### config.mk
export PLATFORM = sky130hd
export DESIGN_NAME = branch_sequencer
export DESIGN_NICKNAME = d
export VERILOG_FILES = /design/src/rtl/src_ctrl_pkg.sv /design/src/rtl/mem_wait_timer.sv /design/src/rtl/branch_sequencer.sv
export SDC_FILE = /design/constraint.sdc
export NUM_CORES = 1
export LEC_CHECK = 0
export CELL_PAD_IN_SITES_DETAIL_PLACEMENT = 1
export CELL_PAD_IN_SITES_GLOBAL_PLACEMENT = 2
export CORE_UTILIZATION = 18
export CTS_CLUSTER_DIAMETER = 150
export DETAILED_ROUTE_END_ITERATION = 8
export GPL_TIMING_DRIVEN = 0
export HOLD_SLACK_MARGIN = 0.08
export PLACE_DENSITY = 0.74
export SLEW_MARGIN = 40
export SYNTH_ARGS = -nofsm -noshare
export SYNTH_HDL_FRONTEND = slang
export SYNTH_SLANG_ARGS = --single-unit
### constraint.sdc
create_clock -name Clock -period 2.3 [get_ports Clock]
set_input_delay 0.345 -clock Clock [delete_from_list [all_inputs] [get_ports Clock]]
set_output_delay 0.345 -clock Clock [all_outputs]
set_load 0.02 [all_outputs]
### src/rtl/src_ctrl_pkg.sv
// rtl/src_ctrl_pkg.sv - shared states and constants for the SRC control-transfer sequencer
package src_ctrl_pkg;

    localparam logic [4:0] OP_ADD = 5'b00011;
    localparam logic [4:0] OP_BR  = 5'b10011;
    localparam logic [4:0] OP_JR  = 5'b10100;
    localparam logic [4:0] OP_JAL = 5'b10101;

    // C2 branch condition field; evaluated by the CON logic in the datapath
    localparam logic [1:0] C2_ZR = 2'b00;
    localparam logic [1:0] C2_NZ = 2'b01;
    localparam logic [1:0] C2_PL = 2'b10;
    localparam logic [1:0] C2_MI = 2'b11;

    localparam logic [1:0] FLT_NONE        = 2'b00;
    localparam logic [1:0] FLT_MEM_TIMEOUT = 2'b01;
    localparam logic [1:0] FLT_ILLEGAL_OP  = 2'b10;

    typedef enum logic [3:0] {
        S_IDLE,
        S_T0,
        S_T1,
        S_T2,
        S_T3,
        S_BR_T3,
        S_BR_T4,
        S_BR_T5,
        S_BR_T6,
        S_JR_T3,
        S_JAL_T3,
        S_JAL_T4,
        S_FAULT
    } seq_state_t;

endpackage

### src/rtl/mem_wait_timer.sv
// rtl/mem_wait_timer.sv - counts memory wait cycles and flags the last allowed one
module mem_wait_timer #(
    parameter int MEM_TIMEOUT = 15
) (
    input  logic Clock,
    input  logic clear,
    input  logic en,
    input  logic done,
    output logic first,
    output logic timeout
);

    localparam int CW = $clog2(MEM_TIMEOUT + 1);
    localparam logic [CW-1:0] LAST = CW'(MEM_TIMEOUT - 1);

    logic [CW-1:0] count;

    always_ff @(posedge Clock or negedge clear) begin
        if (!clear) begin
            count <= '0;
        end else if (!en || done || timeout) begin
            count <= '0;
        end else begin
            count <= count + 1'b1;
        end
    end

    assign first   = en && (count == '0);
    // Asserted on the final permitted wait cycle; a done in that cycle still wins upstream
    assign timeout = en && (count == LAST);

endmodule

### src/rtl/branch_sequencer.sv
// rtl/branch_sequencer.sv - hardwired fetch/branch/jr/jal control sequencer for the SRC datapath
module branch_sequencer
    import src_ctrl_pkg::*;
#(
    parameter int               DATA_WIDTH  = 32,
    parameter int               OPC_W       = 5,
    parameter logic [OPC_W-1:0] ADD_OP      = OP_ADD,
    parameter logic [OPC_W-1:0] BR_OP       = OP_BR,
    parameter logic [OPC_W-1:0] JR_OP       = OP_JR,
    parameter logic [OPC_W-1:0] JAL_OP      = OP_JAL,
    parameter int               MEM_TIMEOUT = 15
) (
    input  logic                  Clock,
    input  logic                  clear,
    input  logic                  run,
    input  logic [DATA_WIDTH-1:0] ir,
    input  logic                  con_ff_bit,
    input  logic                  memory_done,
    output logic                  PCout,
    output logic                  IncPC,
    output logic                  MARin,
    output logic                  Zin,
    output logic                  Zlo_out,
    output logic                  PCin,
    output logic                  MDRin,
    output logic                  MDRout,
    output logic                  IRin,
    output logic                  Gra,
    output logic                  Rout,
    output logic                  Rin,
    output logic                  CONin,
    output logic                  Yin,
    output logic                  Cout,
    output logic                  Mem_Read,
    output logic                  Mem_enable512x32,
    output logic                  R15_sel,
    output logic [OPC_W-1:0]      alu_op,
    output logic                  busy,
    output logic                  instr_done,
    output logic                  branch_taken,
    output logic                  fault,
    output logic [1:0]            fault_code
);

    seq_state_t       state, state_next;
    logic             t1_first, t1_timeout;
    logic             fault_set;
    logic [1:0]       fault_code_next;
    logic [OPC_W-1:0] opcode;
    logic             unused_ir;

    assign opcode    = ir[DATA_WIDTH-1 -: OPC_W];
    assign unused_ir = ^ir[DATA_WIDTH-OPC_W-1:0];

    mem_wait_timer #(
        .MEM_TIMEOUT (MEM_TIMEOUT)
    ) u_mem_wait_timer (
        .Clock   (Clock),
        .clear   (clear),
        .en      (state == S_T1),
        .done    (memory_done),
        .first   (t1_first),
        .timeout (t1_timeout)
    );

    always_ff @(posedge Clock or negedge clear) begin
        if (!clear) begin
            state <= S_IDLE;
        end else begin
            state <= state_next;
        end
    end

    always_comb begin
        state_next       = state;
        fault_set        = 1'b0;
        fault_code_next  = FLT_NONE;
        PCout            = 1'b0;
        IncPC            = 1'b0;
        MARin            = 1'b0;
        Zin              = 1'b0;
        Zlo_out          = 1'b0;
        PCin             = 1'b0;
        MDRin            = 1'b0;
        MDRout           = 1'b0;
        IRin             = 1'b0;
        Gra              = 1'b0;
        Rout             = 1'b0;
        Rin              = 1'b0;
        CONin            = 1'b0;
        Yin              = 1'b0;
        Cout             = 1'b0;
        Mem_Read         = 1'b0;
        Mem_enable512x32 = 1'b0;
        R15_sel          = 1'b0;
        instr_done       = 1'b0;

        case (state)
            S_IDLE: begin
                if (run) state_next = S_T0;
            end
            S_T0: begin
                PCout      = 1'b1;
                IncPC      = 1'b1;
                MARin      = 1'b1;
                Zin        = 1'b1;
                state_next = S_T1;
            end
            S_T1: begin
                MDRin            = 1'b1;
                Mem_Read         = 1'b1;
                Mem_enable512x32 = 1'b1;
                // PC+1 is latched once, no matter how long memory stalls
                Zlo_out          = t1_first;
                PCin             = t1_first;
                if (memory_done) begin
                    state_next = S_T2;
                end else if (t1_timeout) begin
                    state_next      = S_FAULT;
                    fault_set       = 1'b1;
                    fault_code_next = FLT_MEM_TIMEOUT;
                end
            end
            S_T2: begin
                MDRout     = 1'b1;
                IRin       = 1'b1;
                state_next = S_T3;
            end
            S_T3: begin
                if (opcode == BR_OP) begin
                    state_next = S_BR_T3;
                end else if (opcode == JR_OP) begin
                    state_next = S_JR_T3;
                end else if (opcode == JAL_OP) begin
                    state_next = S_JAL_T3;
                end else begin
                    state_next      = S_FAULT;
                    fault_set       = 1'b1;
                    fault_code_next = FLT_ILLEGAL_OP;
                end
            end
            S_BR_T3: begin
                Gra        = 1'b1;
                Rout       = 1'b1;
                CONin      = 1'b1;
                state_next = S_BR_T4;
            end
            S_BR_T4: begin
                PCout      = 1'b1;
                Yin        = 1'b1;
                state_next = S_BR_T5;
            end
            S_BR_T5: begin
                Cout       = 1'b1;
                Zin        = 1'b1;
                state_next = S_BR_T6;
            end
            S_BR_T6: begin
                Zlo_out    = 1'b1;
                PCin       = con_ff_bit;
                instr_done = 1'b1;
                state_next = run ? S_T0 : S_IDLE;
            end
            S_JR_T3: begin
                Gra        = 1'b1;
                Rout       = 1'b1;
                PCin       = 1'b1;
                instr_done = 1'b1;
                state_next = run ? S_T0 : S_IDLE;
            end
            S_JAL_T3: begin
                R15_sel    = 1'b1;
                PCout      = 1'b1;
                Rin        = 1'b1;
                state_next = S_JAL_T4;
            end
            S_JAL_T4: begin
                Gra        = 1'b1;
                Rout       = 1'b1;
                PCin       = 1'b1;
                instr_done = 1'b1;
                state_next = run ? S_T0 : S_IDLE;
            end
            S_FAULT: begin
                state_next = S_FAULT;
            end
            default: begin
                state_next = S_IDLE;
            end
        endcase
    end

    assign busy = (state != S_IDLE) && (state != S_FAULT);

    always_ff @(posedge Clock or negedge clear) begin
        if (!clear) begin
            branch_taken <= 1'b0;
            fault        <= 1'b0;
            fault_code   <= FLT_NONE;
            alu_op       <= '0;
        end else begin
            if (state == S_BR_T6) begin
                branch_taken <= con_ff_bit;
            end else if (state == S_JR_T3 || state == S_JAL_T4) begin
                branch_taken <= 1'b1;
            end
            if (fault_set) begin
                fault      <= 1'b1;
                fault_code <= fault_code_next;
            end
            // ADD stays on the ALU through the PC update and drops at the next fetch
            if (state_next == S_BR_T5) begin
                alu_op <= ADD_OP;
            end else if (state_next == S_T0) begin
                alu_op <= '0;
            end
        end
    end

endmodule

==> results by group, run 1 <==
Finish
  – Commonest non-fill, non-tap cell in the layout: clkdlybuf4s50_1
  – Area Overhead vs Synth: 55.7%
  – Share of cells above drive strength 1: 0.200
  – Ant diodes: 0
  – Post-Layout Cell Count: 235
  – Most frequent cells in the layout: clkdlybuf4s50_1, buf_4, nor2_1, dfrtp_1, o21ai_0
  – Post-Layout Inst Area: 1570 um^2
  – Nets: about 210

Synthesis
  – Post-synth top flop: dfrtp_1
  – Sequential share of the synthesized area: 0.323
  – Post-synth EDFFs: 0
  – Syn avg cell area: between 8 and 9 um^2
  – Yosys warns: 0
  – Post-synthesis instance total: 121
  – Synthesized flop and latch total: 13
  – Synthesized cell area: slightly above 1000 um^2
  – Post-synth cell types: 36
  – Ys async rst share: 1.00

Floorplanning
  – Row count: 26
  – Starting density of the core: 0.192
  – IO Count: between 60 and 70
  – Die X: ~77 um
  – Die height: between 70 and 80 um
  – Die ar.: approximately 5900 um^2
  – Core Box Area: 5240 um^2

Detailed routing
  – Remaining DRCs: 0
  – Initial DRT Pass Iterations: 4
  – DR vias: 988
  – Final ANT Viol Nets: 0
  – Detailed-route wire length per cell: 12.6 um
  – Routed wire length: a little under 3000 um
  – Vias per std cell: between 4 and 5
  – Starting DRT DRC Count: 12

Timing
  – Final worst path period need: 2.18 ns
  – Final period util: 0.947
  – Setup violators final: 0
  – Final hold violations: 0
  – Hold slack: between 0.4 and 0.5 ns
  – Worst Skew: approximately 0.0027 ns
  – Worst-Margin Slew: roughly 0.6 ns
  – Slew Limit Fails: 0
  – Fmax: about 460 MHz
  – Rel. slew slack: 0.593

Clocking
  – Hold-fix buffers, CTS: 0
  – Clock buffer count from CTS: 3
  – CTS tree: built
  – Clk pin slew, worst setup/hold paths: around 0.06 ns
  – Sink Count: 13
  – Clock Latency Late Sink: approximately 0.24 ns
  – Root buf cell: clkbuf_8
  – Clock Path Buffers: 2
  – H-tree Lvls: 1

Setup path
  – Worst EP required: 1.96 ns
  – R2R depth: 3
  – CP cell instances: buf_2 -> nand2b_1 -> nor2_1 -> clkdlybuf4s50_1
  – Crit path max-delay cell type: clkdlybuf4s50_1
  – WP data arrival: 1.83 ns
  – Reg2reg end: state[1]$_DFF_PN0_
  – Critical setup path kind: register to output port
  – Buf+Inv Stages, Crit Path: 2
  – Max incr delay on CP: 0.64 ns
  – Worst r2r src: state[1]$_DFF_PN0_
  – Worst reg2reg setup slack: about 0.45 ns
  – Delay-heaviest family, CP: buffers and inverters
  – CP max FO: 10
  – Critical path endpoint category: output port
  – CP Launch Type: register

Run
  – Maxcap violations: 0

GRT
  – Overall Global Routing Usage: 0.106
  – Vias in the first global route: 1063
  – Initial antenna violation count: 0
  – Global route overflow: 0
  – First-pass GRT wire length: 5120 um
  – Largest net degree at the start of global routing: 14

Power
  – Worst vdd ir: between 0.2 and 0.3 mV
  – Leakage Power: ~0.77 nW
  – Power Density: between 1000 and 1500 nW/um^2
  – Total design power: 0.00180 W

Worst hold path
  – Worst Hold Class: input pin to async pin

Placement
  – Inst Count DP: between 200 and 250
  – DPL Wire Length: 2260 um
  – Placed Area: 1450 um^2
  – Port-buffer cells: 35
  – GPL Wtd Cong: a little over 0.7

Run status
  – Run status: finished, final reports clean
logic make-up (layout without fill, tap and decap cells):
family | after synthesis | in the layout | share of synthesized area
AOI/OAI and AO/OA | 24 | 24 | 0.155
DFF | 13 | 13 | 0.323
buffers and inverters | 23 | 65 | 0.136
muxes | 1 | 1 | 0.00995
other | 1 | 3 | 0.00373
adders and majority gates | 3 | 3 | 0.0373
xor gates and xnor gates | 4 | 4 | 0.0348
and+or+nand+nor | 52 | 52 | 0.300
synth_stat cells, types with 3 or more instances:
cell type	instances	area, um^2
a21oi_1	5	25.0
dfrtp_1	13	325
nor2_1	16	60.1
buf_4	11	82.6
nand2b_1	8	50.1
clkbuf_1	5	18.8
inv_1	5	18.8
o21ai_0	9	45.0
nand3b_1	3	22.5
nand3_1	5	25.0
nand2_1	3	11.3
ha_1	3	37.5
nor3_1	3	15.0
nor2b_1	5	31.3
report_power, final:
group / switching, W / total (W) / internal (W)
combinational: 0.000669 / 0.00125 / 0.000586
clock: 0.0000776 / 0.000200 / 0.000122
sequential: 0.0000532 / 0.000343 / 0.000290
total: 0.000800 / 0.00180 / 0.000998
per-stage QoR:
stage                     utilization  setup WS (ns)   TNS [ns]
after detailed placement        0.277         -0.298      -1.45
after floorplan                     -          0.207          0
after global routing            0.299      -0.000705  -0.000705
final                           0.299          0.121          0
after CTS                       0.295        0.00501          0
after global placement          0.277         -0.332      -1.63
area by class of cell:
cell class	count	area (um^2)
timing repair buffer	39	379
multi-input combinational	87	586
tap	70	87.6
clock buffer	4	45.0
fill	620	3670
buffer	17	124
inverter	5	18.8
sequential	13	327
routing by layer:
layer / track usage / part of all wire
met1: 0.133 / 0.46
met2: 0.189 / 0.51
met5: 0 / 0
met4: 0.0231 / 0.0064
met3: 0.0155 / 0.027
repair_timing:
action                     CTS  global route
pin swaps                    1             1
setup endpoints to repair   17             8
gates resized for setup     18            11
buffers inserted             2             2
state kept, by name (all words and copies together), names as in the netlist:
register,count
alu_op,1
u_mem_wait_timer.count,4
fault,1
fault_code,2
state,4
branch_taken,1
worst max path at each step:
stage,from,endpoint,slack [ns],cells after the start
floorplan,state[1]$_DFF_PN0_,MDRout,0.21,5
global placement,state[3]$_DFF_PN0_,Zlo_out,-0.33,6
detailed placement,state[3]$_DFF_PN0_,Zlo_out,-0.30,6
CTS,state[2]$_DFF_PN0_,Mem_Read,0.005,4
global route,state[3]$_DFF_PN0_,Yin,-0.0007,4
finish,state[3]$_DFF_PN0_,Yin,0.12,4
No activity file was read; power rests on OpenSTA's default activity.
==> run 2, diff against run 1 <==
SETUP_SLACK_MARGIN = 0.3   (was unset)
==> run 2 against run 1 <==
Sequential power shrank 5%. Worst hold slack lost 0.0029 ns. Global-route usage grew 0.33 points. Clock power up 3%. Via count rose by 2.4%. Die area stayed put. First-iteration DRC count increased by 58%. Flip-flop and latch count is the same. Critical path type unchanged.
==> results by group, run 2 (synthesized netlist as in run 1, its figures left out) <==
Setup path
  – Critical path endpoint category: output port
  – Reg2reg end: state[1]$_DFF_PN0_
  – Worst EP required: 1.96 ns (about the same)
  – Worst r2r src: state[3]$_DFF_PN0_
  – R2R depth: 5 (+2)
  – CP Launch Type: register
  – CP max FO: 8 (-2)
  – Critical setup path kind: register to output port
  – Worst reg2reg setup slack: 0.37 ns (-0.08 ns)
  – WP data arrival: 1.66 ns (-0.17 ns)

Finish
  – Post-Layout Cell Count: 239 (+1.7%)
  – Ant diodes: 0 (unchanged)
  – Register area: 325 um^2 (-0.38%)
  – FILL cells: 615 (-0.81%)
  – Area of the multi-input gates: 603 um^2 (+3.0%)
  – Top flop regs: state x4, u_mem_wait_timer.count x4, fault_code x2
  – Most frequent cells in the layout: buf_4, nor2_1, clkdlybuf4s50_1, dfrtp_1, dlygate4sd2_1
  – Share of cells above drive strength 1: 0.278 (+0.0781)
  – Commonest non-fill, non-tap cell in the layout: buf_4
  – Nets: 210 (+1.9%)
  – Area Overhead vs Synth: 58.5%

Floorplanning
  – IO Count: 66 (unchanged)
  – Starting density of the core: 0.192 (unchanged)
  – Die ar.: 5890 um^2 (unchanged)
  – Die height: 76.8 um (unchanged)
  – Core Box Area: 5240 um^2 (unchanged)
  – Row count: 26 (unchanged)
  – Die X: 76.8 um (unchanged)

Timing
  – Rel. slew slack: 0.551 (-0.0416)
  – Setup violators final: 0 (unchanged)
  – Worst Skew: 0.00401 ns (+0.00128 ns)
  – Worst-Margin Slew: 0.656 ns (+0.0609 ns)
  – Final worst path period need: 2.00 ns (-0.177 ns)
  – RSZ-0062 raised after global routing: yes
  – Final TNS setup: 0 ns (unchanged)
  – Final period util: 0.870 (-0.0771)
  – Slew Limit Fails: 0 (unchanged)
  – Final hold violations: 0 (unchanged)
  – Fmax: 500 MHz (+8.9%)

GRT
  – Largest net degree at the start of global routing: 14 (unchanged)
  – Overall Global Routing Usage: 0.109 (+0.00326)
  – First-pass GRT wire length: 5120 um (unchanged)
  – Initial antenna violation count: 0 (unchanged)
  – Global route overflow: 0 (unchanged)
  – Vias in the first global route: 1057 (-0.56%)

Power
  – Worst vdd ir: 0.296 mV (+2.8%)
  – Leakage Power: 0.735 nW (-5.1%)
  – Power Density: 1170 nW/um^2 (+1.6%)

Detailed routing
  – Vias per std cell: 4.23 (+0.71%)
  – Detailed-route wire length per cell: 12.8 um (+1.3%)
  – Final ANT Viol Nets: 0 (unchanged)
  – Initial DRT Pass Iterations: 4 (unchanged)
  – Remaining DRCs: 0 (unchanged)
  – DR vias: 1012 (+2.4%)
  – Routed wire length: 3050 um (+3.0%)
  – Starting DRT DRC Count: 19 (+7)

Clocking
  – Clock buffer count from CTS: 3 (unchanged)
  – Clock Latency Late Sink: 0.24 ns (about the same)
  – Clk pin slew, worst setup/hold paths: 0.06 ns (about the same)
  – CTS tree: built
  – Clock Path Buffers: 2 (unchanged)
  – H-tree Lvls: 1 (unchanged)
  – Hold-fix buffers, CTS: 0 (unchanged)
  – Sink Count: 13 (unchanged)
  – Root buf cell: clkbuf_8

Worst hold path
  – Worst Hold Class: input pin to async pin

Placement
  – Inst Count DP: 228 (unchanged)
  – DPL Wire Length: 2260 um (-0.10%)
  – Port-buffer cells: 35 (unchanged)
  – GPL Wtd Cong: 0.709 (-2.1%)

Run
  – Maxcap violations: 0 (unchanged)

Run status
  – Run status: finished, final reports clean
[run 2: changes by cell type in the layout (fill, tap and decap cells not counted), moves of 2 or more]
cell,previous run,this run
buf_2,1,3
buf_4,16,19
dlymetal6s2s_1,6,0
clkdlybuf4s50_1,23,15
clkdlybuf4s15_2,0,3
dlygate4sd2_1,3,9
[run 2: worst max-delay path by stage]
stage	from	end	cells after the start	slack [ns]
final	state[3]$_DFF_PN0_	Zlo_out	6	0.30
after global routing	state[3]$_DFF_PN0_	Zlo_out	6	0.16
after CTS	state[3]$_DFF_PN0_	Zlo_out	6	0.11
after detailed placement	state[3]$_DFF_PN0_	Zlo_out	6	-0.33
after global placement	state[3]$_DFF_PN0_	Zlo_out	6	-0.34
after floorplan	state[3]$_DFF_PN0_	Zlo_out	5	0.33
[run 2: through the flow]
| stage | hold slack (ns) | setup WS, ns | area, um^2 | power, W | utilization |
|---|---|---|---|---|---|
| after floorplan | 0.0494 | 0.327 | 1020 | 0.00110 | - |
| after global placement | 0.473 | -0.344 | 1460 | 0.00155 | 0.278 |
| after detailed placement | 0.476 | -0.330 | 1460 | 0.00157 | 0.278 |
| after CTS | 0.500 | 0.113 | 1560 | 0.00180 | 0.298 |
| after global routing | 0.516 | 0.159 | 1590 | 0.00200 | 0.304 |
| final | 0.484 | 0.298 | 1590 | 0.00186 | 0.304 |
[run 2: cell type report]
cell class                 count  area share
buffer                        18      0.0950
inverter                       5      0.0118
tap                           70      0.0549
multi-input combinational     87       0.378
sequential                    13       0.204
timing repair buffer          42       0.228
clock buffer                   4      0.0283
[run 2: per-layer routing]
layer	GRT usage	share of wire	vias to the layer above
li1	-	-	503
met1	0.123	0.44	485
met2	0.196	0.52	20
met3	0.0274	0.030	4
met4	0.0404	0.012	0
met5	0	0	-
[run 2: timing repair]
action	CTS	global route
buffers inserted	2	5
pin swaps	1	2
endpoints found under the setup margin	20	14
gates resized for setup	50	21
[run 2: critical path: stages, from the launching register on]
cell	delay, ns
dfrtp_1	0.38
buf_6	0.14
buf_8	0.12
nor4b_4	0.31
mux2i_1	0.12
nor3_1	0.17
buf_2	0.19
[run 2: power breakdown]
group	internal, W	leakage [nW]	switching [W]
Clock	0.000122	0.0228	0.0000833
Combinational	0.000616	0.550	0.000712
Sequential	0.000289	0.162	0.0000365
